==> config.mk <==
export PLATFORM = sky130hd
export DESIGN_NAME = micro_sequencer
export DESIGN_NICKNAME = d
export VERILOG_FILES = /design/src/rtl/micro_sequencer.sv
export SDC_FILE = /design/constraint.sdc
export NUM_CORES = 1
export LEC_CHECK = 0
export CELL_PAD_IN_SITES_DETAIL_PLACEMENT = 0
export CELL_PAD_IN_SITES_GLOBAL_PLACEMENT = 1
export CORE_MARGIN = 3
export CORE_UTILIZATION = 40
export DETAILED_ROUTE_END_ITERATION = 10
export GPL_TIMING_DRIVEN = 1
export PLACE_DENSITY = 0.69
export SYNTH_ARGS = -nofsm -noshare
export SYNTH_HDL_FRONTEND = slang
export SYNTH_SLANG_ARGS = --single-unit
==> constraint.sdc <==
create_clock -name clk -period 4.9 [get_ports clk]
set_clock_uncertainty 0.1 [all_clocks]
set_input_delay 0.735 -clock clk [delete_from_list [all_inputs] [get_ports clk]]
set_output_delay 0.735 -clock clk [all_outputs]
set_load 0.03 [all_outputs]
==> src/rtl/micro_sequencer.sv <==
// Loadable microprogram sequencer: writable control store, start/done handshake,
// conditional branching on cres and a step limit that bounds every run.
module micro_sequencer #(
  parameter int P_LOG_MEMSIZE    = 4,
  parameter int P_NUM_D_CTRLBITS = 5,
  parameter int P_NUM_C_CTRLBITS = 2,
  parameter int P_STEP_W         = 8
) (
  input  logic                                                      clk,
  input  logic                                                      rst,
  input  logic                                                      prog_we,
  input  logic [P_LOG_MEMSIZE-1:0]                                  prog_addr,
  input  logic [P_NUM_C_CTRLBITS+P_LOG_MEMSIZE+P_NUM_D_CTRLBITS-1:0] prog_data,
  input  logic                                                      start,
  input  logic                                                      abort,
  input  logic                                                      cres,
  output logic [P_NUM_D_CTRLBITS-1:0]                               dp_ctrl,
  output logic                                                      busy,
  output logic                                                      done,
  output logic                                                      err,
  output logic [P_LOG_MEMSIZE-1:0]                                  pc
);

  localparam int W     = P_NUM_C_CTRLBITS + P_LOG_MEMSIZE + P_NUM_D_CTRLBITS;
  localparam int DEPTH = 2 ** P_LOG_MEMSIZE;

  localparam logic [P_NUM_C_CTRLBITS-1:0] COND_ADV = P_NUM_C_CTRLBITS'(0);
  localparam logic [P_NUM_C_CTRLBITS-1:0] COND_JMP = P_NUM_C_CTRLBITS'(1);
  localparam logic [P_NUM_C_CTRLBITS-1:0] COND_BRC = P_NUM_C_CTRLBITS'(2);
  localparam logic [P_NUM_C_CTRLBITS-1:0] COND_HLT = P_NUM_C_CTRLBITS'(3);

  typedef enum logic [1:0] {IDLE, RUN, DONE} state_t;

  state_t                      state;
  logic [P_STEP_W-1:0]         step;
  logic [W-1:0]                mem [DEPTH];
  logic [W-1:0]                word;
  logic [P_NUM_C_CTRLBITS-1:0] cond;
  logic [P_LOG_MEMSIZE-1:0]    target;
  logic [P_NUM_D_CTRLBITS-1:0] dctl;
  logic [P_LOG_MEMSIZE-1:0]    pc_inc;

  assign word   = mem[pc];
  assign cond   = word[W-1 -: P_NUM_C_CTRLBITS];
  assign target = word[P_NUM_D_CTRLBITS +: P_LOG_MEMSIZE];
  assign dctl   = word[P_NUM_D_CTRLBITS-1:0];
  assign pc_inc = pc + P_LOG_MEMSIZE'(1);

  // Control store has no reset so a program survives a mid-run reset.
  always_ff @(posedge clk) begin
    if (state == IDLE && prog_we)
      mem[prog_addr] <= prog_data;
  end

  always_comb begin
    dp_ctrl = '0;
    if (state == RUN && !abort && cond != COND_HLT)
      dp_ctrl = dctl;
  end

  always_ff @(posedge clk or negedge rst) begin
    if (!rst) begin
      state <= IDLE;
      pc    <= '0;
      step  <= '0;
      busy  <= 1'b0;
      done  <= 1'b0;
      err   <= 1'b0;
    end else begin
      case (state)
        IDLE: begin
          done <= 1'b0;
          if (start) begin
            pc    <= '0;
            step  <= '0;
            err   <= 1'b0;
            busy  <= 1'b1;
            state <= RUN;
          end
        end
        RUN: begin
          step <= step + P_STEP_W'(1);
          // Ending conditions in priority order: abort, halt word, step limit.
          if (abort) begin
            err   <= 1'b1;
            busy  <= 1'b0;
            done  <= 1'b1;
            state <= DONE;
          end else if (cond == COND_HLT) begin
            err   <= 1'b0;
            busy  <= 1'b0;
            done  <= 1'b1;
            state <= DONE;
          end else begin
            case (cond)
              COND_JMP: pc <= target;
              COND_BRC: pc <= cres ? target : pc_inc;
              default:  pc <= pc_inc;
            endcase
            if (step == '1) begin
              err   <= 1'b1;
              busy  <= 1'b0;
              done  <= 1'b1;
              state <= DONE;
            end
          end
        end
        DONE: begin
          done  <= 1'b0;
          state <= IDLE;
        end
        default: begin
          busy  <= 1'b0;
          done  <= 1'b0;
          state <= IDLE;
        end
      endcase
    end
  end

endmodule
## Word-level counts from Yosys, hierarchy flattened

Memory sizes are Yosys's and may differ from the RTL's.
Cells that the tools add are included.

| storage, ports and cells | value |
|---|---|
| register bits after elaboration | 17 |
| bits in writable memories | 176 |
| input bits | 21 |
| output and inout bits | 12 |
| word-level logic and storage cells | 61 |
| memories | 1 |

Memories:

| memory | depth | width | rd ports | clocked after memory_dff | wr ports | RTL line | text |
|---|---|---|---|---|---|---|---|
| mem | 16 | 11 | 1 | 0 | 1 | 36 | `logic [W-1:0] mem [DEPTH];` |

| cells by class | value |
|---|---|
| add/sub/neg operators | 2 |
| equal/unequal tests | 11 |
| multiplexer cells | 29 |
| bitwise gates (word level) | 1 |
| reductions and logical operators | 11 |

Operator list:

| kind | count |
|---|---|
| $mux W4 | 4 |
| $pmux W4 S2 | 2 |
| $pmux W8 S2 | 1 |
| $mux W1 | 13 |
| $add A8 B1 Y8 const B | 1 |
| $eq A8 B8 Y1 const B | 1 |
| $mux W2 | 4 |
| $mux W8 | 1 |
| $ne A2 B2 Y1 const B | 4 |
| $eq A2 B2 Y1 const B | 3 |
| $reduce_and A3 Y1 | 2 |
| $mux W5 | 1 |
| $add A4 B1 Y4 const B | 1 |
| $eq A2 B1 Y1 const B | 2 |
| $ne A4 B2 Y1 const B | 1 |
| $pmux W2 S2 | 1 |
| $reduce_and A2 Y1 | 2 |
| $reduce_and A4 Y1 | 1 |
| $logic_and A1 B1 Y1 | 3 |
| $pmux W1 S3 | 1 |
| $logic_not A2 Y1 | 1 |
| $pmux W1 S2 | 1 |
| $reduce_bool A2 Y1 | 1 |
| $logic_not A1 Y1 | 1 |
| $not A1 Y1 | 1 |

## Depth between registers and ports, before layout

| depth | value |
|---|---|
| word-level depth | 6 |
| gate-level depth with buffers | 10 |
| gate-level depth less buffers | 8 |

## Least setup slack after synthesis

No wires, ideal clock.

| path | value |
|---|---|
| path type | register to output |
| from | reg pc[0] |
| to | out dp_ctrl[3] |
| data arrival time | 3.547 ns |
| data required time | 4.065 ns |
| path slack | 0.518 ns |
| cell stages (with the launch flop) | 9 |
| buffers on the path | 3 |
| path through | dfrtp_1 buf_4 buf_4 mux4_2 mux4_2 ha_1 or4b_1 clkbuf_1 a211oi_1 |

| on the way | value |
|---|---|
| longest elaborated chain between the ends | 4 |

Ends and longest elaborated chain:

| what | RTL line | text |
|---|---|---|
| start, declared | 21 | `output logic [P_LOG_MEMSIZE-1:0] pc` |
| start signal, assigned | 96 | `COND_JMP: pc <= target;` |
| start signal, assigned | 97 | `COND_BRC: pc <= cres ? target : pc_inc;` |
| start signal, assigned | 98 | `default: pc <= pc_inc;` |
| $mem_v2 Z16 W11 (*) | - |  |
| $ne A2 B2 Y1 | 57 | `if (state == RUN && !abort && cond != COND_HLT)` |
| $logic_and A1 B1 Y1 | 57 |  |
| $mux W5 (*) | 57 |  |
| end, declared | 17 | `output logic [P_NUM_D_CTRLBITS-1:0] dp_ctrl,` |

Mark *: on every way between the ends. The rest lies on a longest branch, timed or not.

## Worst setup path after layout

| path | value |
|---|---|
| from | reg pc[1] |
| to | out dp_ctrl[3] |

The elaborated chain is that of the path after synthesis.

==> impl_results.md <==
* Met3 usage at under 10%
* DP Worst Slack at between 0.4 and 0.5 ns
* Mapped Area at ~7800 µm²
* Area Growth Syn to Fin at 17.5%
* Initial Util at 41.2%
* Post-DR wirelength/cell at 23.7 µm
* Top FF cell, synth: edfxtp_1
* Worst path top cell family by delay: multiplexers
* Routed via count at a little over 4,000
* Relative slew slack at approximately a third
* CP required at slightly above 4 ns
* VDD IR max at about 0.28 mV
* 1st-iter DRT viols at around 330
* Power Dens Cells at approximately 500 nW/µm²
* Total power at 4.46 mW
* Vias in the first global route at ~4,200
* Leak at just under 3 nW
* Total grt overflow at 0
* Num CTS Buffers at 17
* Final Cycle Share at between 90 and 100%
* Fin worst setup slack at about 0.33 ns
* Setup crit end kind: primary output
* Post-synth cell types at 45
* First-pass GRT wire length at 26,600 µm
* Layer with the highest usage: met2
* Max_cap viols at 0
* Longest Clk Path Bufs at 2
* DRC at 0
* Post-synth ARST share at 8.81%
* Final min period at approximately 4.6 ns
* Clock-pin slew on the worst setup and hold paths at ~0.07 ns
* Result of the run: completed
* Initial antenna violation count at 0
* Clock latency at the later pin of the worst-skew pair at 0.43 ns
* Critical path, cell by cell: mux4_2 -> mux4_2 -> ha_1 -> or4b_1 -> a211oi_1 -> dlygate4sd2_1
* Full die area at 21,100 µm²
* Std-Cell Core Area at between 15,000 and 20,000 µm²
* CTS root buffer: clkbuf_16
* Final GP Congestion at slightly above 0.8
* Top cell type's share of synthesized area at between 60 and 70%
* Final hold vios at 0
* CTS sink cnt at about 190
* Worst Hold Class: flip-flop to flip-flop
* Post-Synthesis Cells at 414
* Pin count of the biggest net entering global routing at 38
* Average size of a mapped cell at 18.8 µm²
* Critical-path top delay cell: dfrtp_1
* Yosys reg bits at slightly below 200
* Worst slew pin tran at 0.974 ns
* Buffers on Ports at 32
* Sequential element share of the synthesized area at about 73%
* YS warnings at 0
* Leading post-synthesis cells by cell area: edfxtp_1 (68%), mux4_2 (11%), dfrtp_1 (5.5%), mux2i_1 (3.5%), nor2_1 (0.97%)
* Antenna-violating nets left at 0
* Max frequency at around 220 MHz
* Cell taking the most area after synthesis: edfxtp_1
* Post-detailed-placement half-perimeter wirelength at about 10,000 µm
* Ant diodes at 0
* First-pass detailed-route iteration total at 5
* Share of cells above drive strength 1 at between 20% and 30%
* WP data arrival at roughly 3.7 ns
* # H-tree levels at 4
* Site Rows at 50
* Routed WL at roughly 18,000 µm
* RSZ-0062 raised after global routing: false
* Die Y at roughly 150 µm
* Met1 Track Usage GR at between 20% and 30%
* Layout Nets at approximately 490
* Worst stage delay on the critical path at approximately 0.76 ns
* M2 GR Usage at about a quarter
* Routed vias/inst at around 5.5
* Final Max Tran Viols at 0
* Crit path top cell by count: mux4_2
* Post-synth EDFFs at 176
* Final hold slack at roughly 0.40 ns
* IO Pins at 33
* Kind of critical path: flip-flop to primary output
* Total GRT Usage at 17.1%
* Post-Route Setup TNS at 0 ns
* Die width at approximately 150 µm
* Endpoints failing setup at 0
* CP Max Fanout at 13
* CTS tree: yes
* Net Count, Synth at between 400 and 500
* CP startpoint kind: flip-flop
* Worst Path Buf+Inv at 1
[final cells by class]
type                       count  area [µm²]
timing repair buffer          49         474
clock inverter                10         174
multi-input combinational    202        2000
tap                          260         325
sequential                   193        5710
clock buffer                  21         440
inverter                       3        11.3
fill                        1611        9750
[synthesized netlist by cell type (3+ instances only)]
cell type,n
o21ai_0,11
buf_4,4
a31oi_1,5
nand2_1,18
mux4_2,37
buf_6,3
clkbuf_1,5
and2_1,8
a22o_1,3
a22oi_1,8
dfrtp_1,17
nor3_1,5
nand2b_1,7
nor2b_1,6
nand3_1,3
nor2_1,20
buf_2,3
mux2_2,3
nand4_1,4
edfxtp_1,176
a21oi_1,8
ha_1,5
a211oi_1,4
mux2i_1,27
[path summary, 6_finish.rpt]
check / to / slack, ns / from / cells after the start
setup / recovery: dp_ctrl[3] / 0.33 / pc[1]$_DFFE_PN0P_ / 6
hold / removal: step[7]$_DFFE_PN0P_ / 0.40 / step[7]$_DFFE_PN0P_ / 1
setup reg to reg: err$_DFFE_PN0P_ / 1.33 / pc[1]$_DFFE_PN0P_ / 7
hold reg to reg: step[7]$_DFFE_PN0P_ / 0.40 / step[7]$_DFFE_PN0P_ / 1
max in group asynchronous: pc[0]$_DFFE_PN0P_ / 3.42 / rst / 1
min in group asynchronous: step[5]$_DFFE_PN0P_ / 0.68 / rst / 1
[per-stage QoR]
| step | cell area, µm² | cells | utilization, % |
|---|---|---|---|
| after global routing | 9140 | 738 | 48.4 |
| after global placement | 8530 | 707 | 45.1 |
| final | 9140 | 738 | 48.4 |
| after floorplan | 7780 | 414 | - |
| after CTS | 9140 | 738 | 48.4 |
| after detailed placement | 8530 | 707 | 45.1 |
[layer usage]
layer	vias up	part of all wire (%)
met5	-	0
met4	0	1.2
met3	18	5.4
met2	130	48
met1	2119	46
li1	1791	-
[cells by family (layout without fill, tap and decap cells)]
| family | Yosys count | in the layout | synth area share (%) |
|---|---|---|---|
| xor gates and xnor gates | 1 | 1 | 0.113 |
| muxes | 67 | 67 | 14.6 |
| DFF | 193 | 193 | 73.4 |
| and+or+nand+nor | 79 | 79 | 5.25 |
| adders and majority gates | 5 | 5 | 0.805 |
| AOI/OAI and AO/OA | 50 | 50 | 4.33 |
| buffers and inverters | 19 | 83 | 1.45 |
[where the power goes]
group / internal (mW) / switching (mW)
Clock: 0.863 / 0.597
Combinational: 0.478 / 0.577
Sequential: 1.87 / 0.0731
Total: 3.21 / 1.25
[worst register-to-register path, delay by kind of cell (launching register included)]
family / cells / cell delay, ns
AND/OR/NAND/NOR: 2 / 0.84
adder cells (fa/ha/maj): 1 / 0.25
AO/OA/AOI/OAI: 2 / 0.54
multiplexers: 2 / 0.95
flip-flops: 1 / 0.76
[state kept, by name, indices dropped and copies added, names as in the netlist]
signal  cells
mem       176
step        8
pc          4
state       2
busy        1
done        1
err         1
[timing repair]
item                                    CTS  global route
resized for setup                         1             0
endpoints found under the setup margin    1             0
hold buffers                              0             0
buffers inserted                          0             0
[layout by cell type, fill, tap and decap left out, types with 11 or more instances in the layout]
cell,netlist,routed
nand2_1,18,18
nor2_1,20,17
edfxtp_1,176,176
clkbuf_16,0,17
o21ai_0,11,11
dfrtp_1,17,16
clkdlybuf4s50_1,0,27
mux4_2,37,37
mux2i_1,27,27
buf_4,4,18
Note: power is estimated with default switching activity, not from simulation.
==> RTL edit (same settings) <==
`P_STEP_W`: 8 -> 6.
--- a/src/rtl/micro_sequencer.sv
+++ b/src/rtl/micro_sequencer.sv
@@ -6,3 +6,3 @@
   parameter int P_NUM_C_CTRLBITS = 2,
-  parameter int P_STEP_W         = 8
+  parameter int P_STEP_W         = 6
 ) (
Formal check against the unedited RTL: no difference found for any inputs over 4 cycles, from zero or initial values and one cycle with rst low; that may be too few to reach the edited logic, so the function may still have changed.
==> RTL edit against the original RTL <==
Worst setup slack got worse by 0.050 ns; non-clock buffer count stayed put; count of clock-buffer cells in the layout down 4; largest power group unchanged; sequential cell count is 2 lower; power is 2.8% lower; highest routed layer unchanged; final area down 1.1%; utilization decreased by 0.52 points; synthesized cell count fell by 3.9%; wire length rose by 0.12%; synthesized area up 0.14%; via count down 0.30%.
==> RTL edit: results (changes against the original RTL) <==
| Metric | Value |
|---|---|
| Slowest CP cell | or4b_4 (was dfrtp_1) |
| Yosys cell types | 50 (was 45) |
| Register area share after synthesis | 0.727 (was 0.734) |
| Outcome | completed (unchanged) |
| Syn Area/Cell | 19.6 um^2 (was 18.8 um^2) |
| Final #Nets | 475 (was 492) |
| Worst Tran Pin Value | 1.06 ns (was 0.974 ns) |
| Max H-tree Level | 4 (unchanged) |
| WL per Instance | 24.3 um (was 23.7 um) |
| Core footprint | 18900 um^2 (unchanged) |
| Critical path origin | pc[0] (was pc[1]) |
| Drt first-iter violations | 424 (was 328) |
| First-pass GRT wire length | 26400 um (was 26600 um) |
| Mapped Nets | 424 (was 440) |
| Placed Area | 8480 um^2 (was 8530 um^2) |
| Placed Instances | 690 (was 707) |
| Vias in the first global route | 4068 (was 4181) |
| Delay of the slowest critical-path stage | 0.61 ns (was 0.76 ns) |
| Via density | 5.60 (was 5.50) |
| Placer Congestion | 0.775 (was 0.831) |
| Area contributors post-synth | edfxtp_1 68%, mux4_2 9.0%, dfrtp_1 4.8% (was edfxtp_1 68%, mux4_2 11%, dfrtp_1 5.5%) |
| CTS max path bufs | 2 (unchanged) |
| Final WL | 17500 um (about the same) |
| Total CTS buffers | 17 (unchanged) |
| Critical path peak fanout | 14 (was 13) |
| HPWL after DPL | 10100 um (was 10400 um) |
| Resize count post-CTS | 2 (was 1) |
| Peak VDD IR | 0.000199 V (was 0.000278 V) |
| Worst hold path startpoint | done (was step[7]) |
| Setup tns final | 0 ns (unchanged) |
| GRT Resource Usage Total | 0.171 (about the same) |
| Yosys warns | 0 (unchanged) |
| Layout cell share with drive strength beyond 1 | 0.229 (was 0.209) |
| Leading registers by flop count | mem (176), step (6), pc (4) (was mem (176), step (8), pc (4)) |
| Leading cell types by count after synthesis | 176 x edfxtp_1, 31 x mux4_2, 21 x mux2i_1 (was 176 x edfxtp_1, 37 x mux4_2, 27 x mux2i_1) |
| P_leak | 0.00290 uW (was 0.00296 uW) |
| Clock transition at path regs | 0.07 ns (about the same) |
| Largest net degree at the start of global routing | 34 (was 38) |
| Ys async rst share | 0.0785 (was 0.0881) |
| Port Buf Inserts | 32 (unchanged) |
| Hold WC Path Type | flip-flop to flip-flop (unchanged) |
-- RTL edit: final cells by class --
cell class,instances,area [um^2]
clock buffers,17,425
clock inverters,15,138
fillers,1595,9850
inverters,6,22.5
multi-input cells,184,2000
flip-flops and latches,191,5670
well taps,260,325
repair buffers,49,462
-- RTL edit: metrics by stage --
step | utilization | hold WS (ns) | setup slack [ns]
global placement | 0.449 | 0.359 | 0.403
finish | 0.478 | 0.381 | 0.282
floorplan | - | 0.339 | 0.626
CTS | 0.478 | 0.387 | 0.270
global route | 0.478 | 0.421 | 0.186
detailed placement | 0.449 | 0.370 | 0.393
-- RTL edit: kinds of logic (layout without fill, tap and decap cells) --
kind of cell	after synthesis	in the layout	synth area share
muxes	64	64	0.153
buffers and inverters	23	87	0.0218
DFF	191	191	0.727
adders and majority gates	5	5	0.00803
AOI/OAI and AO/OA	51	51	0.0464
and+or+nand+nor	63	63	0.0424
xor gates and xnor gates	1	1	0.00112
-- RTL edit: where the power goes --
group	internal, uW	switching (uW)	total (uW)
sequential	1850	89.8	1940
combinational	471	590	1060
clock	674	655	1330
total	3000	1330	4330
-- RTL edit: worst max-delay path, delay by kind of cell, from the launching register on --
kind | cells | cell delay (ns)
buffers and inverters | 1 | 0.45
AOI/OAI and AO/OA | 1 | 0.32
muxes | 2 | 1.10
DFF | 1 | 0.59
adders and majority gates | 1 | 0.26
and+or+nand+nor | 1 | 0.61
-- RTL edit: path summary, 6_finish.rpt --
path,to,slack [ns]
setup reg to reg,pc[1],1.43
setup / recovery,dp_ctrl[3],0.28
hold reg to reg,done,0.38
min in group asynchronous,step[2],0.62
hold / removal,done,0.38
max in group asynchronous,pc[0],3.55
-- RTL edit: per-layer routing --
| layer | routed length, um | GRT usage | vias up |
|---|---|---|---|
| met5 | 0 | 0 | - |
| met4 | 277 | 0.0532 | 0 |
| met3 | 1060 | 0.0392 | 22 |
| met2 | 8220 | 0.254 | 139 |
| met1 | 7970 | 0.254 | 2135 |
| li1 | - | - | 1750 |
